$ cat config.mk
export PLATFORM = sky130hd
export DESIGN_NAME = ring_rd_ctrl
export DESIGN_NICKNAME = d
export VERILOG_FILES = /design/src/rtl/ring_rd_ctrl_pkg.sv /design/src/rtl/ring_rd_ctrl_counter.sv /design/src/rtl/ring_rd_ctrl.sv
export SDC_FILE = /design/constraint.sdc
export NUM_CORES = 1
export LEC_CHECK = 0
export CORE_ASPECT_RATIO = 1.5
export CORE_MARGIN = 3
export CORE_UTILIZATION = 35
export DETAILED_ROUTE_END_ITERATION = 10
export PLACE_DENSITY = 0.71
export RECOVER_POWER = 100
export SYNTH_ARGS = -nofsm -noshare
export SYNTH_HDL_FRONTEND = slang
export SYNTH_HIERARCHICAL = 1
export SYNTH_SLANG_ARGS = --single-unit
$ cat constraint.sdc
create_clock -name clk -period 7.9 [get_ports clk]
set_input_delay 1.185 -clock clk [delete_from_list [all_inputs] [get_ports clk]]
set_output_delay 1.185 -clock clk [all_outputs]
set_load 0.005 [all_outputs]
$ cat src/rtl/ring_rd_ctrl_pkg.sv
// Shared types and helpers for the ring buffer read-side controller.
// Contents:
//   SKID_DEPTH    - number of entries held by the output skid buffer
//   skid_cnt_t    - occupancy type for the skid buffer (0..SKID_DEPTH)
//   skid_has_room - issue gate: true when a new read still has a reserved slot
package ring_rd_ctrl_pkg;

  localparam int unsigned SKID_DEPTH = 2;

  typedef logic [1:0] skid_cnt_t;

  // Occupancy after this cycle counts reads still in flight, so a returning
  // word always has a slot waiting for it.
  function automatic logic skid_has_room(input skid_cnt_t cnt, input logic inflight,
                                         input logic pop);
    logic [2:0] occ;
    occ = {1'b0, cnt} + {2'b00, inflight} - {2'b00, pop};
    return occ < 3'(SKID_DEPTH);
  endfunction

endpackage

$ cat src/rtl/ring_rd_ctrl_counter.sv
// Wrap-around incrementer: counts 0..NUM_COUNT-1 and wraps back to 0.
// Ports:
//   clk      - clock
//   rst      - synchronous active-high reset (clears the count)
//   i__inc   - advance by one this cycle
//   o__count - current count
module ring_rd_ctrl_counter #(
  parameter int unsigned NUM_COUNT = 8,
  parameter int unsigned WIDTH     = $clog2(NUM_COUNT)
) (
  input  logic             clk,
  input  logic             rst,
  input  logic             i__inc,
  output logic [WIDTH-1:0] o__count
);

  logic [WIDTH-1:0] count_q, count_d;

  always_comb begin
    count_d = count_q;
    if (i__inc) begin
      count_d = (count_q == WIDTH'(NUM_COUNT - 1)) ? '0 : count_q + WIDTH'(1);
    end
  end

  always_ff @(posedge clk) begin
    if (rst) begin
      count_q <= '0;
    end else begin
      count_q <= count_d;
    end
  end

  assign o__count = count_q;

endmodule

$ cat src/rtl/ring_rd_ctrl.sv
// Read-side controller for a circular buffer. Tracks occupancy from the
// writer's commit pulse, owns the wrapping read pointer, issues reads to a
// 1-cycle-latency memory and presents returned words through a 2-entry skid
// buffer on a valid/ready output.
// Ports:
//   clk, reset    - clock, synchronous active-low reset
//   i__wr_en      - writer committed one entry
//   o__full       - occupancy equals NUM_ENTRIES
//   o__overflow   - sticky: write seen while full
//   o__count      - entries written but not yet read
//   o__rd_en      - memory read strobe (combinational)
//   o__rd_addr    - read pointer
//   i__rd_data    - memory data, valid the cycle after o__rd_en
//   o__valid/o__data/i__ready - downstream valid/ready head entry
module ring_rd_ctrl
  import ring_rd_ctrl_pkg::*;
#(
  parameter int unsigned NUM_ENTRIES = 8,
  parameter int unsigned PTR_WIDTH   = $clog2(NUM_ENTRIES),
  parameter int unsigned CNT_WIDTH   = $clog2(NUM_ENTRIES + 1),
  parameter int unsigned DATA_WIDTH  = 32
) (
  input  logic                  clk,
  input  logic                  reset,
  input  logic                  i__wr_en,
  output logic                  o__full,
  output logic                  o__overflow,
  output logic [CNT_WIDTH-1:0]  o__count,
  output logic                  o__rd_en,
  output logic [PTR_WIDTH-1:0]  o__rd_addr,
  input  logic [DATA_WIDTH-1:0] i__rd_data,
  output logic                  o__valid,
  output logic [DATA_WIDTH-1:0] o__data,
  input  logic                  i__ready
);

  localparam int unsigned CW1 = CNT_WIDTH + 1;

  logic [CNT_WIDTH-1:0]  mem_cnt_q, mem_cnt_d;
  logic                  overflow_q, overflow_d;
  logic                  inflight_q, inflight_d;
  skid_cnt_t             skid_cnt_q, skid_cnt_d;
  logic [DATA_WIDTH-1:0] skid0_q, skid0_d;
  logic [DATA_WIDTH-1:0] skid1_q, skid1_d;

  logic                  pop;
  logic                  rd_en;
  logic [CW1-1:0]        cnt_sum;
  skid_cnt_t             slot;

  assign o__valid    = (skid_cnt_q != '0);
  assign o__data     = skid0_q;
  assign o__full     = (mem_cnt_q == CNT_WIDTH'(NUM_ENTRIES));
  assign o__overflow = overflow_q;
  assign o__count    = mem_cnt_q;
  assign o__rd_en    = rd_en;

  assign pop   = o__valid & i__ready;
  assign rd_en = (mem_cnt_q != '0) && skid_has_room(skid_cnt_q, inflight_q, pop);

  always_comb begin
    // A slot is released at read issue; an illegal write saturates the count.
    cnt_sum    = {1'b0, mem_cnt_q} + CW1'(i__wr_en) - CW1'(rd_en);
    mem_cnt_d  = (cnt_sum > CW1'(NUM_ENTRIES)) ? CNT_WIDTH'(NUM_ENTRIES)
                                                : cnt_sum[CNT_WIDTH-1:0];
    overflow_d = overflow_q | (i__wr_en & o__full);
    inflight_d = rd_en;
  end

  always_comb begin
    skid0_d = skid0_q;
    skid1_d = skid1_q;
    // Slot the returning word lands in, after any pop this cycle.
    slot    = skid_cnt_q - skid_cnt_t'(pop);
    if (pop) begin
      skid0_d = skid1_q;
    end
    if (inflight_q) begin
      if (slot == '0) begin
        skid0_d = i__rd_data;
      end else begin
        skid1_d = i__rd_data;
      end
    end
    skid_cnt_d = slot + skid_cnt_t'(inflight_q);
  end

  always_ff @(posedge clk) begin
    if (!reset) begin
      mem_cnt_q  <= '0;
      overflow_q <= 1'b0;
      inflight_q <= 1'b0;
      skid_cnt_q <= '0;
    end else begin
      mem_cnt_q  <= mem_cnt_d;
      overflow_q <= overflow_d;
      inflight_q <= inflight_d;
      skid_cnt_q <= skid_cnt_d;
    end
  end

  // Skid payload needs no reset; skid_cnt_q qualifies it.
  always_ff @(posedge clk) begin
    skid0_q <= skid0_d;
    skid1_q <= skid1_d;
  end

  ring_rd_ctrl_counter #(
    .NUM_COUNT (NUM_ENTRIES),
    .WIDTH     (PTR_WIDTH)
  ) u_rd_ptr (
    .clk      (clk),
    .rst      (~reset),
    .i__inc   (rd_en),
    .o__count (o__rd_addr)
  );

endmodule
==> Word-level counts from Yosys, hierarchy flattened <==
Index checks and enable logic that the tools add are counted.
{ "totals": {"reg_bits": 75, "latchBits": 0, "ramBits": 0, "rom_bits": 0, "inputBits": 36, "out_inout_bits": 43, "elab_cells": 35, "mem_count": 0} }
{ "classes": {"n_addsub": 7, "n_mul": 0, "div_mod_pow": 0, "order_cmp": 2, "n_eq_ne": 2, "shift": 0, "mux": 5, "bitwise_logic": 5, "reduce_logical": 6} }
{ "op_table": {"columns": ["operator", "n"], "rows": [
  ["$mux 32", 3],
  ["$add 4x1->5", 1],
  ["$gt 5x4->1 const B", 1],
  ["$sub 5x1->5", 1],
  ["$eq 4x4->1 const B", 1],
  ["$mux 4", 1],
  ["$reduce_bool 4->1", 1],
  ["$add 2x1->3", 1],
  ["$add 3x1->3 const B", 1],
  ["$eq 3x3->1 const B", 1],
  ["$lt 3x2->1 const B", 1],
  ["$mux 3", 1],
  ["$sub 3x1->3", 1],
  ["$add 2x1->2", 1],
  ["$and 1x1->1", 2],
  ["$logic_not 2->1", 1],
  ["$not 1->1", 2],
  ["$reduce_and 2->1", 1],
  ["$reduce_bool 2->1", 1],
  ["$reduce_or 2->1", 1],
  ["$sub 2x1->2", 1],
  ["$logic_and 1x1->1", 1],
  ["$or 1x1->1", 1]
]} }

==> Depth between registers and ports, before layout <==
{ "depth": {"depth_word": 8, "ltp_mapped": 16, "mapped_depth_nobuf": 16} }

==> By module <==
The synthesis kept the hierarchy.
{ "modules_own_cells": {"columns": ["module", "n_inst", "cells_per_inst", "area_per_inst_um2", "seq_area_each_um2"], "rows": [
  ["ring_rd_ctrl", 1, 236, 2930.3, 1761.7],
  ["ring_rd_ctrl_counter", 1, 13, 141.4, 60.1]
]} }

==> Worst setup path after synthesis <==
Ideal clock, no wire load.
{ "synth_timing": {"path_type": "input port to flip-flop", "from": "in i__ready", "to": "reg o__count[0] (netlist name)", "setup_time_ps": 138, "t_arrival_ps": 4202, "required_time_ps": 7762, "setup_slack_ps": 3560, "cell_stages": 16, "path_buffers": 0, "path_cell_list": "nand3b_2 > o21ai_0 > nand2_1 > fa_1 > xnor2_1 > nand2_1 > a21oi_1 > ha_1 > inv_1 > ha_1 > inv_1 > fa_1 > xnor2_1 > nor3b_1 > a2111oi_2 > nor3_1"} }
{ "synth_lines": {"columns": ["element", "line_no", "source"], "rows": [
  ["start, declared", "ring_rd_ctrl.sv:34", "input logic i__ready"]
]} }

==> run_results.csv <==
group,metric,value,unit
status,status,"finished, violations left",
status,violations,"max-capacitance violations, max-slew violations",
clock_network,cts-root-buf,"clkbuf_16",
finish,final_common_cell,"dlygate4sd3_1",
yosys,postSynthCellCount,249,
yosys,synth_edf_count,32,
sta,rsz0062_at_grt,"no",
route,met3_length,424,um
floorplanning,dieArea,0.00996,mm2
finish,fin_cells,444,
sta,tightest_slew,1850,ps
clock_network,cts_setup_buffers,0,
route,dr.max_layer_used,"met4",
global_route,grt_pass1_wl,9830,um
yosys,synthDistinctLibCells,33,
global_route,grt_max_degree,41,
floorplanning,fp-row-count,41,
placed_design,place_area,0.00390,mm2
route,route.met2.wl,2870,um
yosys,netlist.top_cell.by_area,"edfxtp_1",
yosys,synth-seq-cells,75,
sta,setup_tns,0,ps
setup_path,crit_slowest_cell,"a2111oi_0",
pwr,p_per_area,400,mW/mm2
route,vias_per_cell,4.56,
clock_network,cts_buffers,9,
floorplanning,start_util,0.363,
placed_design,gp_congestion,0.759,
route,dr_total_vias,2025,
setup_path,path_max_fanout,8,
setup_path,crit_family,"compound AO/OA/AOI/OAI gates",
floorplanning,dieWidth,82.5,um
yosys,synthArstFlopShare,0,
run,max_cap_violations,2,
yosys,netlist.area_leader.share,0.313,
sta,post-route-period-util,0.681,
hold_path,hold_class,"flop to flop",
clock_network,cts_hold_buf,0,
sta,fin_ws,2520,ps
floorplanning,fp.dieH,121,um
clock_network,post_cts_resized,0,
route,wl_met1,2520,um
global_route,grt_overflow,0,
setup_path,path_cells,"dlygate4sd3_1, o21ai_0, nand2_1, fa_1, xnor2_1, nand2_1, a21oi_1, ha_1, inv_1, ha_1, inv_1, fa_1, xnor2_1, nor3b_1, a2111oi_0, nor3_1",
route,firstDrtPassIters,4,
yosys,yosys_most_used_dff,"dfxtp_1",
setup_path,cp-start-kind,"input port",
yosys,yosys_warnings,6,
sta,clock_skew,4.13,ps
clock_network,cts_tree,"built",
finish,nFillCells,805,
setup_path,worstPathRequired,8070,ps
sta,report.final.slew_viol_count,67,
global_route,grt_pass1_vias,2040,
finish,synthToLayoutAreaGrowth,35.7,%
placed_design,hpwl,4150,um
route,wl_per_cell,13.4,um
pwr,vdd_ir_drop_max,264,uV
global_route,grtUsageTotal,0.131,
setup_path,end_kind,"flop",
floorplanning,core_area,0.00846,mm2
pwr,p_leak,1.79,nW
placed_design,portBuffers,78,
finish,fin_nets,380,
clock_network,insertion_delay,320,ps
setup_path,crit_type,"input port to flop",
sta,finalHoldViolCount,0,
yosys,synth_nets,298,
setup_path,slowest_delay,780,ps
setup_path,crit_buf_inv,3,
placed_design,place_ws,2570,ps
placed_design,dp_cells,427,
sta,fmax,0.186,GHz
yosys,netlist_area,0.00307,mm2
route,wl,5940,um
sta,relSlewSlack,-0.237,
finish,drive_above_1_share,0.0506,
floorplanning,boundaryPins,79,
finish,final_cell_mix,"75 x dlygate4sd3_1, 43 x dfxtp_1, 36 x nor2_1, 36 x a21oi_1, 33 x mux2i_1",
sta,min_period,5380,ps
clock_network,htreeDepth,3,
route,route.detailed.drc,0,
finish,fin_area,0.00417,mm2
global_route,grt_antenna_before_repair,1,
yosys,syn_avg_cell_area,12.3,um2
yosys,yosysSeqAreaShare,0.593,
yosys,synth.area.top_cells,"edfxtp_1 31%, dfxtp_1 28%, mux2i_1 11%, a21oi_1 5.9%, ha_1 4.5%",
route,drt_iter0_drc,52,
clock_network,clkSinkCount,75,
sta,setup_viol,0,
route,ant_nets,0,
clock_network,cts_max_path_buffers,2,
clock_network,clk_pin_slew_worst_paths,60,ps
setup_path,arrival,5540,ps
==> final timing paths <==
kind | cells past startpoint | endpoint | from | slack, ps
worst max-delay path | 16 | o__count[0]$_SDFF_PP0_ | i__ready | 2520
worst min-delay path | 2 | o__overflow$_SDFF_PN0_ | o__overflow$_SDFF_PN0_ | 480
worst max register to register | 16 | o__count[0]$_SDFF_PP0_ | skid_cnt_q[1]$_SDFF_PN0_ | 3580
worst min register to register | 2 | o__overflow$_SDFF_PN0_ | o__overflow$_SDFF_PN0_ | 480
==> sequential cells by signal, summed over array words and instances, names as in the netlist <==
signal,flops
o__data,32
skid1_q,32
o__count,4
u_rd_ptr/o__count,3
skid_cnt_q,2
inflight_q,1
o__overflow,1
==> kinds of logic after synthesis <==
family | Yosys count | synth area share
XOR/XNOR | 5 | 0.0143
flip-flops | 75 | 0.593
multiplexers | 33 | 0.108
AND/OR/NAND/NOR | 58 | 0.0933
buffers and inverters | 21 | 0.0477
AO/OA/AOI/OAI | 44 | 0.0864
adder cells (fa/ha/maj) | 13 | 0.0578
==> report_power, final <==
| part | switching, mW | internal [mW] | leakage, nW |
|---|---|---|---|
| registers | 0.0562 | 0.531 | 0.648 |
| clock network | 0.142 | 0.261 | 0.147 |
| logic | 0.321 | 0.354 | 0.992 |
| total | 0.520 | 1.15 | 1.79 |
==> stage by stage <==
stage               utilization  hold slack (ps)  total power, mW
floorplan                     -              460             1.05
global placement          0.461              462             1.32
detailed placement        0.461              467             1.35
CTS                       0.496              489             1.76
global route              0.492              540             1.80
finish                    0.492              476             1.67
==> synthesized netlist by cell type (2+ instances only) <==
cell / n
xnor2_1: 4
a21oi_1: 36
nand2b_1: 3
o21a_1: 2
nor2b_1: 2
buf_8: 3
dfxtp_1: 43
buf_6: 3
nor2_1: 36
inv_1: 12
edfxtp_1: 32
fa_1: 2
ha_1: 11
mux2i_1: 33
and2_1: 3
buf_4: 3
nor3_1: 2
nand2_1: 4
==> area by class of cell <==
class	count	area, um2	share of cell area
clock buffers	14	264	0.0633
diodes	1	2.50	0.000600
well taps	107	134	0.0321
repair buffers	80	788	0.189
multi-input cells	153	1080	0.258
clock inverters	2	35.0	0.00841
inverters	12	45.0	0.0108
flip-flops and latches	75	1820	0.437
==> per-layer routing <==
metal | global-route usage | vias up
met5 | 0 | -
met4 | 0.0665 | 0
met3 | 0.0484 | 11
met2 | 0.206 | 60
met1 | 0.152 | 913
li1 | - | 1041
==> worst register-to-register path, cell delays in order (launching register included) <==
cell	delay (ps)
dfxtp_1	450
nand3b_2	150
o21ai_0	190
nand2_1	120
fa_1	390
xnor2_1	140
nand2_1	70
a21oi_1	440
ha_1	330
inv_1	50
ha_1	150
inv_1	60
fa_1	420
xnor2_1	210
nor3b_1	70
a2111oi_0	780
nor3_1	150
No activity file was read; power rests on OpenSTA's default activity.
==> RTL edit 1: new RTL, same settings <==
Reset style: asynchronous (`reset` and `rst`), changed in 2 clocked blocks. Comments in the files are not updated.
--- a/src/rtl/ring_rd_ctrl_counter.sv
+++ b/src/rtl/ring_rd_ctrl_counter.sv
@@ -23,7 +23,7 @@
     end
   end
 
-  always_ff @(posedge clk) begin
+  always_ff @(posedge clk or posedge rst) begin
     if (rst) begin
       count_q <= '0;
     end else begin
--- a/src/rtl/ring_rd_ctrl.sv
+++ b/src/rtl/ring_rd_ctrl.sv
@@ -85,7 +85,7 @@
     skid_cnt_d = slot + skid_cnt_t'(inflight_q);
   end
 
-  always_ff @(posedge clk) begin
+  always_ff @(posedge clk or negedge reset) begin
     if (!reset) begin
       mem_cnt_q  <= '0;
       overflow_q <= 1'b0;
Formal check against the unedited RTL: differs if reset is asserted again (counterexample within 4 cycles, from zero or initial values and one cycle with reset low); with reset held inactive, the same outputs for 10 cycles.
==> RTL edit 1 against the unedited design <==
- global-route usage is 1.0 points lower
- largest power group unchanged
- sequential cell count stayed put
- final area is 0.72% higher
- setup slack better by 0.15 ns
- power is 0.96% higher
- routed wire length is 4.0% lower
- critical endpoint is now o__rd_en
- synthesized area is 0.90% higher
- final cell count is 2.5% lower
- the run still ends with capacitance limit, slew limit left
==> RTL edit 1: results (changes against the unedited design) <==
Slew @ Worst Pin: 2.84 ns (+0.987 ns)
DR vias/cell: 4.57 (+0.16%)
Synth Area in Compound Gates: 8.80% (+0.17 points)
EDFF count, synth: 32 (unchanged)
Initial DRC Count: 75 (+44%)
Vias in the first global route: 2000 (-2.0%)
Origin of the worst setup path: i__ready
Layout cell share with drive strength beyond 1: 9.23% (+4.2 points)
Max-Cap Viols: 1 (-1)
RR Endpoint: o__count[3]
Max Buffers Root-to-Sink: 2 (unchanged)
TritonCTS Buffers: 9 (unchanged)
Seq/Total Area, Yosys: 60.6% (+1.2 points)
Peak supply drop: 205 µV (-22%)
Post-synthesis xor/xnor area fraction: 1.13% (-0.30 points)
CTS root buf: clkbuf_16
Wire per inst: 13.2 µm (-1.6%)
Synth area leaders: edfxtp_1, dfxtp_1, mux2i_1, dfrtp_1, ha_1
Antenna violations before repair: 1 (unchanged)
Status: finished with violations
Initial DRT Pass Iterations: 4 (unchanged)
Post-synthesis mux area share: 11.1% (+0.31 points)
Hold EP: o__overflow
Post-Syn Instances: 239 (-4.0%)
Min-delay src: o__overflow
Worst Hold Path Cells: 1 (-1)
Tightest Hold Check Type: register to register
Top post-synthesis cells by count: nor2_1, dfxtp_1, edfxtp_1, mux2i_1, a21oi_1
Post-CTS Setup Bufs: 0 (unchanged)
Leak: 0.00177 µW (-1.1%)
Worst R2R Start: skid_cnt_q[0]
Detailed Place HPWL: 3840 µm (-7.3%)
Syn nets: 288 (-3.4%)
Placed Cells: 416 (-2.6%)
Clk slew on worst S/H paths: 0.05 ns
Fin cells: 433 (-2.5%)
Violated checks: capacitance limit, slew limit
Worst Path Arrival: 4.04 ns (-1.50 ns)
Port bufs: 78 (unchanged)
Post-synth cell types: 32 (-3.0%)
Internal: 1170 µW (+1.7%)
First-pass GRT wire length: 9580 µm (-2.5%)
Max FO, Critical Path: 7 (-1)
R2R cell count: 16 (unchanged)
Async set or reset register ratio after synthesis: 14.7% (+15 points)
GPL Wtd Cong: 0.693 (-8.7%)
Largest net degree at the start of global routing: 65 (+59%)
H-tree Lvls: 3 (unchanged)
Adder-Cell Fraction of Synth Area: 5.73% (-0.051 points)
GRT Util Overall: 12.0% (-1.0 points)
Skew final: 0.00675 ns (+0.00262 ns)
Max-slew violations: 65 (-3.0%)
Final nets: 369 (-2.9%)
R2R setup slack: 4.18 ns (+0.60 ns)
RTL edit 1: changes by cell type after synthesis, moves of 3 or more:
cell     change
dfrtp_1     +11
inv_1        +3
buf_12       +3
buf_8        -3
a21oi_1     -10
a21oi_2      +7
dfxtp_1     -11
RTL edit 1: kinds of logic (layout without fill, tap and decap cells):
family          after synthesis  after routing
simple gates                 48             48
flops                        75             75
other cells                   0              1
compound gates               41             41
mux                          34             34
xor+xnor                      4              4
buf+inv                      24            110
fa+ha+maj                    13             13
RTL edit 1: layout make-up:
type                    instances  area, µm²
repair buffers                 79        785
fillers                       817       4320
clock buffers                  13        280
well taps                     107        134
diodes                          1       2.50
inverters                      15       56.3
multi-input cells             140       1040
clock inverters                 3       20.0
flip-flops and latches         75       1880
RTL edit 1: critical path: stages:
cell,delay [ns]
dlygate4sd3_1,0.69
nand3b_2,0.18
o21ai_0,0.19
nand2_1,0.12
fa_1,0.40
xnor2_1,0.15
nand2_1,0.07
a21oi_1,0.41
dlygate4sd3_1,0.65
RTL edit 1: routing by layer:
metal / routed length [µm] / GRT usage [%] / share of wire [%]
met5: 0 / 0 / 0
met4: 87 / 5.21 / 1.5
met3: 399 / 5.43 / 7.0
met2: 2850 / 19.2 / 50
met1: 2360 / 13.9 / 41
RTL edit 1: worst max-delay path by stage:
| stage | cells past startpoint | endpoint | slack [ns] |
|---|---|---|---|
| finish | 9 | o__rd_en | 2.67 |
| global route | 9 | o__rd_en | 2.46 |
| CTS | 9 | o__rd_en | 2.74 |
| detailed placement | 9 | o__rd_en | 2.77 |
| global placement | 9 | o__rd_en | 2.83 |
| floorplan | 16 | o__count[3] | 3.77 |
RTL edit 1: power groups by stage:
stage	Combinational, µW	Sequential [µW]	Clock, µW
global route	730	658	424
floorplan	409	650	0
global placement	687	647	0
CTS	708	645	407
finish	650	638	394
detailed placement	707	649	0
RTL edit 1: per-stage QoR:
| stage | hold slack, ns | area (µm²) | worst slack (ns) |
|---|---|---|---|
| after floorplan | 0.451 | 3100 | 3.77 |
| after global placement | 0.444 | 3900 | 2.83 |
| after detailed placement | 0.451 | 3900 | 2.77 |
| final | 0.457 | 4200 | 2.67 |
| after CTS | 0.460 | 4200 | 2.74 |
| after global routing | 0.468 | 4200 | 2.46 |
==> RTL edit 2: new RTL, same flow settings <==
Made on the original files. The parameter `NUM_ENTRIES` goes from 8 to 4.
--- a/src/rtl/ring_rd_ctrl.sv
+++ b/src/rtl/ring_rd_ctrl.sv
@@ -15,7 +15,7 @@
 module ring_rd_ctrl
   import ring_rd_ctrl_pkg::*;
 #(
-  parameter int unsigned NUM_ENTRIES = 8,
+  parameter int unsigned NUM_ENTRIES = 4,
   parameter int unsigned PTR_WIDTH   = $clog2(NUM_ENTRIES),
   parameter int unsigned CNT_WIDTH   = $clog2(NUM_ENTRIES + 1),
   parameter int unsigned DATA_WIDTH  = 32
Interface: changed (resized o__count and o__rd_addr); port bits go from 79 to 77. The function was not compared with the original's and may differ.
==> RTL edit 2 against the unedited design <==
- register-to-register slack better by 0.85 ns
- largest cell class unchanged
- power is 5.6% lower
- highest routed layer unchanged
- clock skew is 0.00070 ns higher
- synthesized area is 2.9% lower
- setup slack better by 0.41 ns
- routed wire length is 5.2% lower
- critical path depth is 8 lower
- final area is 0.48% lower
- the flow still finishes with violations (capacitance limit, slew limit)
- sequential cell count is 2 lower
==> RTL edit 2: results (changes against the unedited design) <==
GPL Wtd Cong: 0.684 (-9.9%)
Adder-Cell Fraction of Synth Area: 4.28% (-1.5 points)
First-pass GRT wire length: 9270 µm (-5.7%)
Vias in the first global route: 1877 (-8.0%)
Placed cell area: 0.00387 mm² (-0.83%)
GRT Util Overall: 12.9% (-0.12 points)
Max-Cap Viols: 2 (unchanged)
Post-synth cell types: 33 (unchanged)
H-tree Lvls: 3 (unchanged)
Min-delay src: o__overflow
Port bufs: 76 (-2.6%)
Worst Path Arrival: 3.78 ns (-1.76 ns)
Final Routed Wirelength: 5630 µm (-5.2%)
Fmax: 201 MHz (+8.2%)
Post-synthesis xor/xnor area fraction: 0.881% (-0.54 points)
Status: finished with violations
Clock Latency Late Sink: 0.32 ns (about the same)
Syn nets: 248 (-17%)
Seq/Total Area, Yosys: 59.8% (+0.45 points)
R2R setup slack: 4.43 ns (+0.85 ns)
Synth Area in Compound Gates: 3.06% (-5.6 points)
Violated checks: capacitance limit, slew limit
Max-slew violations: 62 (-7.5%)
Detailed Place HPWL: 3820 µm (-7.9%)
Largest net degree at the start of global routing: 33 (-20%)
Layout cell share with drive strength beyond 1: 17.0% (+12 points)
R2R cell count: 14 (-2)
Antenna violations before repair: 0 (-1)
Skew final: 0.00482 ns (+0.000695 ns)
Initial DRC Count: 57 (+9.6%)
Max FO, Critical Path: 6 (-2)
Peak supply drop: 191 µV (-28%)
Post-synthesis mux area share: 25.2% (+14 points)
Final nets: 330 (-13%)
Worst Hold Path Cells: 2 (unchanged)
Initial DRT Pass Iterations: 4 (unchanged)
Worst R2R Start: skid_cnt_q[1]
Top post-synthesis cells by count: dfxtp_1, mux2_2, edfxtp_1, mux2_1, inv_1
Slew @ Worst Pin: 1.62 ns (-0.231 ns)
Critical Path End: o__rd_en
CTS root buf: clkbuf_16
DP Worst Slack: 2.96 ns (+0.398 ns)
Switch Pwr: 416 µW (-20%)
Synth area leaders: edfxtp_1, dfxtp_1, mux2_2, mux2_1, ha_1
Synth warnings: 6 (unchanged)
Leak: 0.00159 µW (-11%)
Tightest Hold Check Type: register to register
Post-CTS Setup Bufs: 0 (unchanged)
Antenna cells: 0 (-1)
DR vias/cell: 4.69 (+2.9%)
[RTL edit 2: cell families after synthesis]
| logic type | after synthesis |
|---|---|
| AOI/OAI and AO/OA | 12 |
| xor gates and xnor gates | 3 |
| adders and majority gates | 9 |
| buffers and inverters | 18 |
| DFF | 73 |
| muxes | 67 |
| and+or+nand+nor | 21 |
[RTL edit 2: area by class of cell]
class	count	area, µm²
tap	105	131
inverter	11	41.3
clock inverter	4	70.1
fill	715	4010
multi-input combinational	112	1120
timing repair buffer	78	772
sequential	73	1780
clock buffer	11	233
[RTL edit 2: through the flow]
step | util (%) | total power, µW | cells
floorplan | - | 934 | 203
global placement | 47.4 | 1210 | 379
detailed placement | 47.4 | 1230 | 379
CTS | 51.1 | 1650 | 394
global route | 50.8 | 1690 | 394
finish | 50.8 | 1570 | 394
[RTL edit 2: power by group through the flow]
stage	Clock (µW)	Combinational (µW)	Sequential, µW
6_report	412	588	572
5_1_grt	444	654	588
4_1_cts	425	647	580
3_5_place_dp	0	642	586
3_3_place_gp	0	628	583
2_1_floorplan	0	352	582
[RTL edit 2: worst min path at each step]
| stage | end | slack (ns) |
|---|---|---|
| 2_1_floorplan | o__overflow | 0.46 |
| 3_3_place_gp | o__overflow | 0.46 |
| 3_5_place_dp | o__overflow | 0.46 |
| 4_1_cts | o__overflow | 0.48 |
| 5_1_grt | o__overflow | 0.50 |
| 6_report | o__overflow | 0.46 |
[RTL edit 2: worst max-delay path, stage by stage]
cell	delay, ns
dlygate4sd3_1	0.65
nand3b_1	0.19
o21ai_0	0.21
nand2_1	0.12
fa_1	0.39
xnor2_1	0.16
o311a_1	0.28
dlygate4sd3_1	0.60
[RTL edit 2: layer usage]
| metal | up-vias | global-route usage (%) | wire length (µm) |
|---|---|---|---|
| met5 | - | 0 | 0 |
| met4 | 0 | 6.34 | 102 |
| met3 | 10 | 4.69 | 339 |
| met2 | 49 | 21.3 | 2940 |
| met1 | 880 | 14.4 | 2240 |
| li1 | 910 | - | - |
